==> src/rtl/vram_seq.sv <==
// vram_seq: expands host commands into single-cycle video bus accesses.
// Define VRAM_SEQ_BOOT_CLEAR_EN to clear all of VRAM with BOOT_FILL after reset.
module vram_seq #(
  parameter int unsigned RD_LAT = 1,
  parameter logic [7:0] BOOT_FILL = 8'h00
) (
  input  logic        clk,
  input  logic        reset,
  input  logic        cmd_valid,
  output logic        cmd_ready,
  input  logic [1:0]  cmd_op,
  input  logic [12:0] cmd_addr,
  input  logic [12:0] cmd_len,
  input  logic [7:0]  cmd_data,
  output logic        rsp_valid,
  output logic [7:0]  rsp_data,
  output logic        done,
  output logic        busy,
  output logic        sel_ram,
  output logic        sel_ctl,
  output logic        we,
  output logic [12:0] addr,
  output logic [7:0]  din,
  input  logic [7:0]  ram_dout,
  input  logic [7:0]  ctl_dout
);
  localparam logic [1:0] OP_FILL = 2'd0;
  localparam logic [1:0] OP_CTL_WR = 2'd1;
`ifdef VRAM_SEQ_BOOT_CLEAR_EN
  typedef enum logic [2:0] {BOOT, IDLE, FILL, CTL_WR, RD_ISSUE, RD_WAIT} state_t;
  localparam state_t RST_STATE = BOOT;
  localparam logic RST_READY = 1'b0;
  logic [13:0] boot_cnt;
`else
  typedef enum logic [2:0] {IDLE, FILL, CTL_WR, RD_ISSUE, RD_WAIT} state_t;
  localparam state_t RST_STATE = IDLE;
  localparam logic RST_READY = 1'b1;
`endif
  state_t state;
  logic [12:0] rem;
  logic [1:0] lat_cnt;
  logic rd_ctl;
  assign busy = ~cmd_ready;
  always_ff @(posedge clk) begin
    if (reset) begin
      state <= RST_STATE;
      cmd_ready <= RST_READY;
      sel_ram <= 1'b0;
      sel_ctl <= 1'b0;
      we <= 1'b0;
      addr <= '0;
      din <= '0;
      rsp_valid <= 1'b0;
      rsp_data <= '0;
      done <= 1'b0;
      rem <= '0;
      lat_cnt <= '0;
      rd_ctl <= 1'b0;
`ifdef VRAM_SEQ_BOOT_CLEAR_EN
      boot_cnt <= '0;
`endif
    end else begin
      done <= 1'b0;
      rsp_valid <= 1'b0;
      case (state)
`ifdef VRAM_SEQ_BOOT_CLEAR_EN
        BOOT: begin
          if (boot_cnt[13]) begin
            state <= IDLE;
            cmd_ready <= 1'b1;
            sel_ram <= 1'b0;
            we <= 1'b0;
          end else begin
            sel_ram <= 1'b1;
            we <= 1'b1;
            addr <= boot_cnt[12:0];
            din <= BOOT_FILL;
            boot_cnt <= boot_cnt + 14'd1;
          end
        end
`endif
        IDLE: begin
          if (cmd_valid) begin
            if (cmd_op == OP_FILL && cmd_len == '0) begin
              done <= 1'b1;
            end else begin
              // op[0] selects the control port, op[1] marks a read
              addr <= cmd_addr;
              din <= cmd_data;
              rem <= cmd_len;
              rd_ctl <= cmd_op[0];
              cmd_ready <= 1'b0;
              sel_ram <= ~cmd_op[0];
              sel_ctl <= cmd_op[0];
              we <= ~cmd_op[1];
              state <= cmd_op == OP_FILL ? FILL : cmd_op == OP_CTL_WR ? CTL_WR : RD_ISSUE;
            end
          end
        end
        FILL: begin
          rem <= rem - 13'd1;
          if (rem == 13'd1) begin
            state <= IDLE;
            cmd_ready <= 1'b1;
            done <= 1'b1;
            sel_ram <= 1'b0;
            we <= 1'b0;
          end else begin
            addr <= addr + 13'd1;
          end
        end
        CTL_WR: begin
          state <= IDLE;
          cmd_ready <= 1'b1;
          done <= 1'b1;
          sel_ctl <= 1'b0;
          we <= 1'b0;
        end
        RD_ISSUE: begin
          state <= RD_WAIT;
          sel_ram <= 1'b0;
          sel_ctl <= 1'b0;
          lat_cnt <= 2'(RD_LAT - 1);
        end
        RD_WAIT: begin
          if (lat_cnt == '0) begin
            state <= IDLE;
            cmd_ready <= 1'b1;
            done <= 1'b1;
            rsp_valid <= 1'b1;
            rsp_data <= rd_ctl ? ctl_dout : ram_dout;
          end else begin
            lat_cnt <= lat_cnt - 2'd1;
          end
        end
        default: begin
          state <= IDLE;
          cmd_ready <= 1'b1;
          sel_ram <= 1'b0;
          sel_ctl <= 1'b0;
          we <= 1'b0;
        end
      endcase
    end
  end
endmodule

==> config.mk <==
export PLATFORM = sky130hd
export DESIGN_NAME = vram_seq
export DESIGN_NICKNAME = d
export VERILOG_FILES = /design/src/rtl/vram_seq.sv
export SDC_FILE = /design/constraint.sdc
export NUM_CORES = 1
export LEC_CHECK = 0
export ABC_AREA = 1
export BUFFER_PORTS_ARGS = -buffer_cell sky130_fd_sc_hd__buf_2
export CORE_MARGIN = 4
export CORE_UTILIZATION = 47
export DETAILED_ROUTE_END_ITERATION = 7
export PLACE_DENSITY = 0.77
export SLEW_MARGIN = 20
export SYNTH_ARGS = -nofsm -noshare
export SYNTH_HDL_FRONTEND = slang
export SYNTH_SLANG_ARGS = --single-unit
==> constraint.sdc <==
create_clock -name clk -period 1.71 [get_ports clk]
set_clock_uncertainty 0.15 [all_clocks]
set_input_delay 0.171 -clock clk [delete_from_list [all_inputs] [get_ports clk]]
set_output_delay 0.171 -clock clk [all_outputs]
set_load 0.005 [all_outputs]
==> flow_metrics.env <==
export IMPL_synth_edf_count=0
export IMPL_antenna_cells=0
export IMPL_place_hpwl_um=6480
export IMPL_required_ns=1.76
export IMPL_setup_viol=0
export IMPL_root_buffer="clkbuf_8"
export IMPL_startpoint="state[2]"
export IMPL_drive_above_1_share_pct=27.5
export IMPL_postRouteAntennaNets=0
export IMPL_rows=29
export IMPL_async_flop_share_pct=0
export IMPL_fill_cells=576
export IMPL_period_minus_slack_ns=1.66
export IMPL_vias=3644
export IMPL_numClockSinks=54
export IMPL_start_kind="flip-flop"
export IMPL_placed_cell_area_mm2=0.00376
export IMPL_final_util_pct=63.8
export IMPL_syn_inst=501
export IMPL_final_cell_area_mm2=0.00405
export IMPL_die_area_mm2=0.00792
export IMPL_grt_pass1_vias=3281
export IMPL_cts_buffers=5
export IMPL_finalPower_mw=4.47
export IMPL_ys_seq_area_share_pct=35.1
export IMPL_grt_pass1_wl_um=14500
export IMPL_port_buffers=90
export IMPL_hold_viol_final=1
export IMPL_holdCritPathClass="in2reg"
export IMPL_postSynthAreaPerCell_um2=6.15
export IMPL_fp_dieH_um=89.0
export IMPL_wirelength_um=9120
export IMPL_core_mm2=0.00635
export IMPL_irDropWorstVdd_uv=640
export IMPL_dp_cells=679
export IMPL_max_cap_viol_count=0
export IMPL_maxClockFrequency_mhz=601
export IMPL_fin_crit_sh_pct=97.3
export IMPL_p_leak_nw=2.01
export IMPL_holdCritStartpoint="cmd_data[6]"
export IMPL_reg2reg_slack_ns=0.05
export IMPL_drc=0
export IMPL_synth_commonest_cells="nand2_1 (138), nor2_1 (90), dfxtp_1 (54)"
export IMPL_h_tree_depth=2
export IMPL_initial_utilization_pct=48.5
export IMPL_status="finished with violations"
export IMPL_rsz0062_at_grt="true"
export IMPL_worst_endpoint_arrival_ns=1.71
export IMPL_worstSkewPairLatency_ns=0.31
export IMPL_setup_tns_ns=0
export IMPL_wl_per_cell_um=13.1
export IMPL_worst_pin_slew_ns=0.341
export IMPL_overflow=0
export IMPL_yosys_register_bits=54
export IMPL_fin_ws_ns=0.0463
export IMPL_post_layout_nonfiller_instances=696
export IMPL_syn_area_mm2=0.00308
export IMPL_cp_end_kind="flip-flop"
export IMPL_slew_viol_final=0
export IMPL_timing_rr_start="state[2]"
export IMPL_grt_max_degree=33
export IMPL_yosys_most_used_dff="dfxtp_1"
export IMPL_slew_headroom_pct=77.2
export IMPL_drt_iter0_drc=269
export IMPL_synth_area_leaders="dfxtp_1 (35%), nand2_1 (17%), nor2_1 (11%)"
export IMPL_drtPass1Iterations=5
export IMPL_cts_tree="yes"
export IMPL_crit_path_max_fanout=32
export IMPL_synthDistinctLibCells=30
export IMPL_p_per_area_mw_per_mm2=1100
export IMPL_globalRouteTotalUtil_pct=22.8
export IMPL_yosys_warnings=0
export IMPL_gp_congestion=0.876
export IMPL_die_w_um=89.0
export IMPL_viasPerCell=5.24
export IMPL_ioPinCount=91
export IMPL_clockBufferDepth=2
export IMPL_syn_to_final_growth_pct=31.5
export IMPL_antenna_found_initial=0
export IMPL_cts_clk_slew_worst_paths_ns=0.09
export IMPL_synth_top_cell_by_area="dfxtp_1"
export IMPL_pre_cts_ws_ns=-0.00354
export IMPL_synth_most_common_cell="nand2_1"
export IMPL_yosysTopAreaCellShare_pct=35.1
export IMPL_final_net_count=677
export IMPL_fin_hold_ws_ns=-0.000615
export IMPL_violations="hold timing"
export IMPL_critical_path_class="reg2reg"
export IMPL_syn_num_nets=560
[what timing repair did]
action                     in CTS  in global routing
setup buffers                   0                  3
hold buffers                    4                  0
gates resized for setup         2                 36
gates cloned                    0                  2
pin swaps                       0                  5
setup endpoints to repair       2                 37
hold endpoints to repair        4                  0
[metal layers]
metal	GRT usage (%)	wire (µm)
met5	0	0
met2	38.4	4330
met4	5.95	182
met1	29.5	3900
met3	5.07	706
[registers in the layout (all words and copies together) (netlist names)]
| signal | count |
|---|---|
| rsp_valid | 1 |
| sel_ctl | 1 |
| rd_ctl | 1 |
| addr | 13 |
| sel_ram | 1 |
| cmd_ready | 1 |
| lat_cnt | 2 |
| rem | 13 |
| din | 8 |
| rsp_data | 8 |
| we | 1 |
| state | 3 |
| done | 1 |
[logic make-up (layout without fill, tap and decap cells)]
group,after synthesis,count (layout),share of synthesized area (%)
adder cells (fa/ha/maj),4,4,1.62
XOR/XNOR,4,4,1.14
buffers and inverters,65,182,8.49
flip-flops,54,54,35.1
AND/OR/NAND/NOR,287,288,38.9
AO/OA/AOI/OAI,87,87,14.7
[worst paths after layout]
check / depth (start not counted) / end
max: 9 / rem[6]
max reg2reg: 9 / rem[6]
min: 3 / din[6]
min reg2reg: 2 / din[1]
[cells in the final DEF, fill, tap and decap left out, types with 4 or more instances in the layout]
cell	instances
a21oi_1	40
buf_2	90
buf_4	31
clkbuf_8	5
dfxtp_1	48
dfxtp_2	5
dlygate4sd3_1	4
inv_1	39
inv_2	6
nand2_1	135
nand2_2	6
nand3_1	35
nand4_1	8
nor2_1	81
nor2_2	5
nor2_4	7
o21ai_0	33
o21ai_1	8
xnor2_1	4
[report_power, final]
part	switching (mW)	internal, mW	total [mW]	leakage [nW]
sequential	0.193	1.47	1.66	0.447
combinational	1.14	0.819	1.96	1.51
clock	0.404	0.439	0.842	0.0524
total	1.74	2.73	4.47	2.01
[worst max-delay path, cell delays in order (launching register included)]
cell and delay, ns:
dfxtp_4 0.37, nor3_4 0.28, inv_2 0.09, buf_8 0.19
nor2_1 0.11, nand2_1 0.06, o21ai_0 0.09, nand2_1 0.08
o21ai_0 0.07, nor2_1 0.05
[area by class of cell]
type / count / area (µm²) / area share [%]
inverters: 46 / 173 / 4.26
clock inverters: 1 / 30.0 / 0.741
well taps: 77 / 96.3 / 2.38
clock buffers: 7 / 76.3 / 1.88
flip-flops and latches: 54 / 1090 / 26.9
repair buffers: 128 / 761 / 18.8
multi-input cells: 383 / 1820 / 45.0
Power figures use the tool's default switching activity.
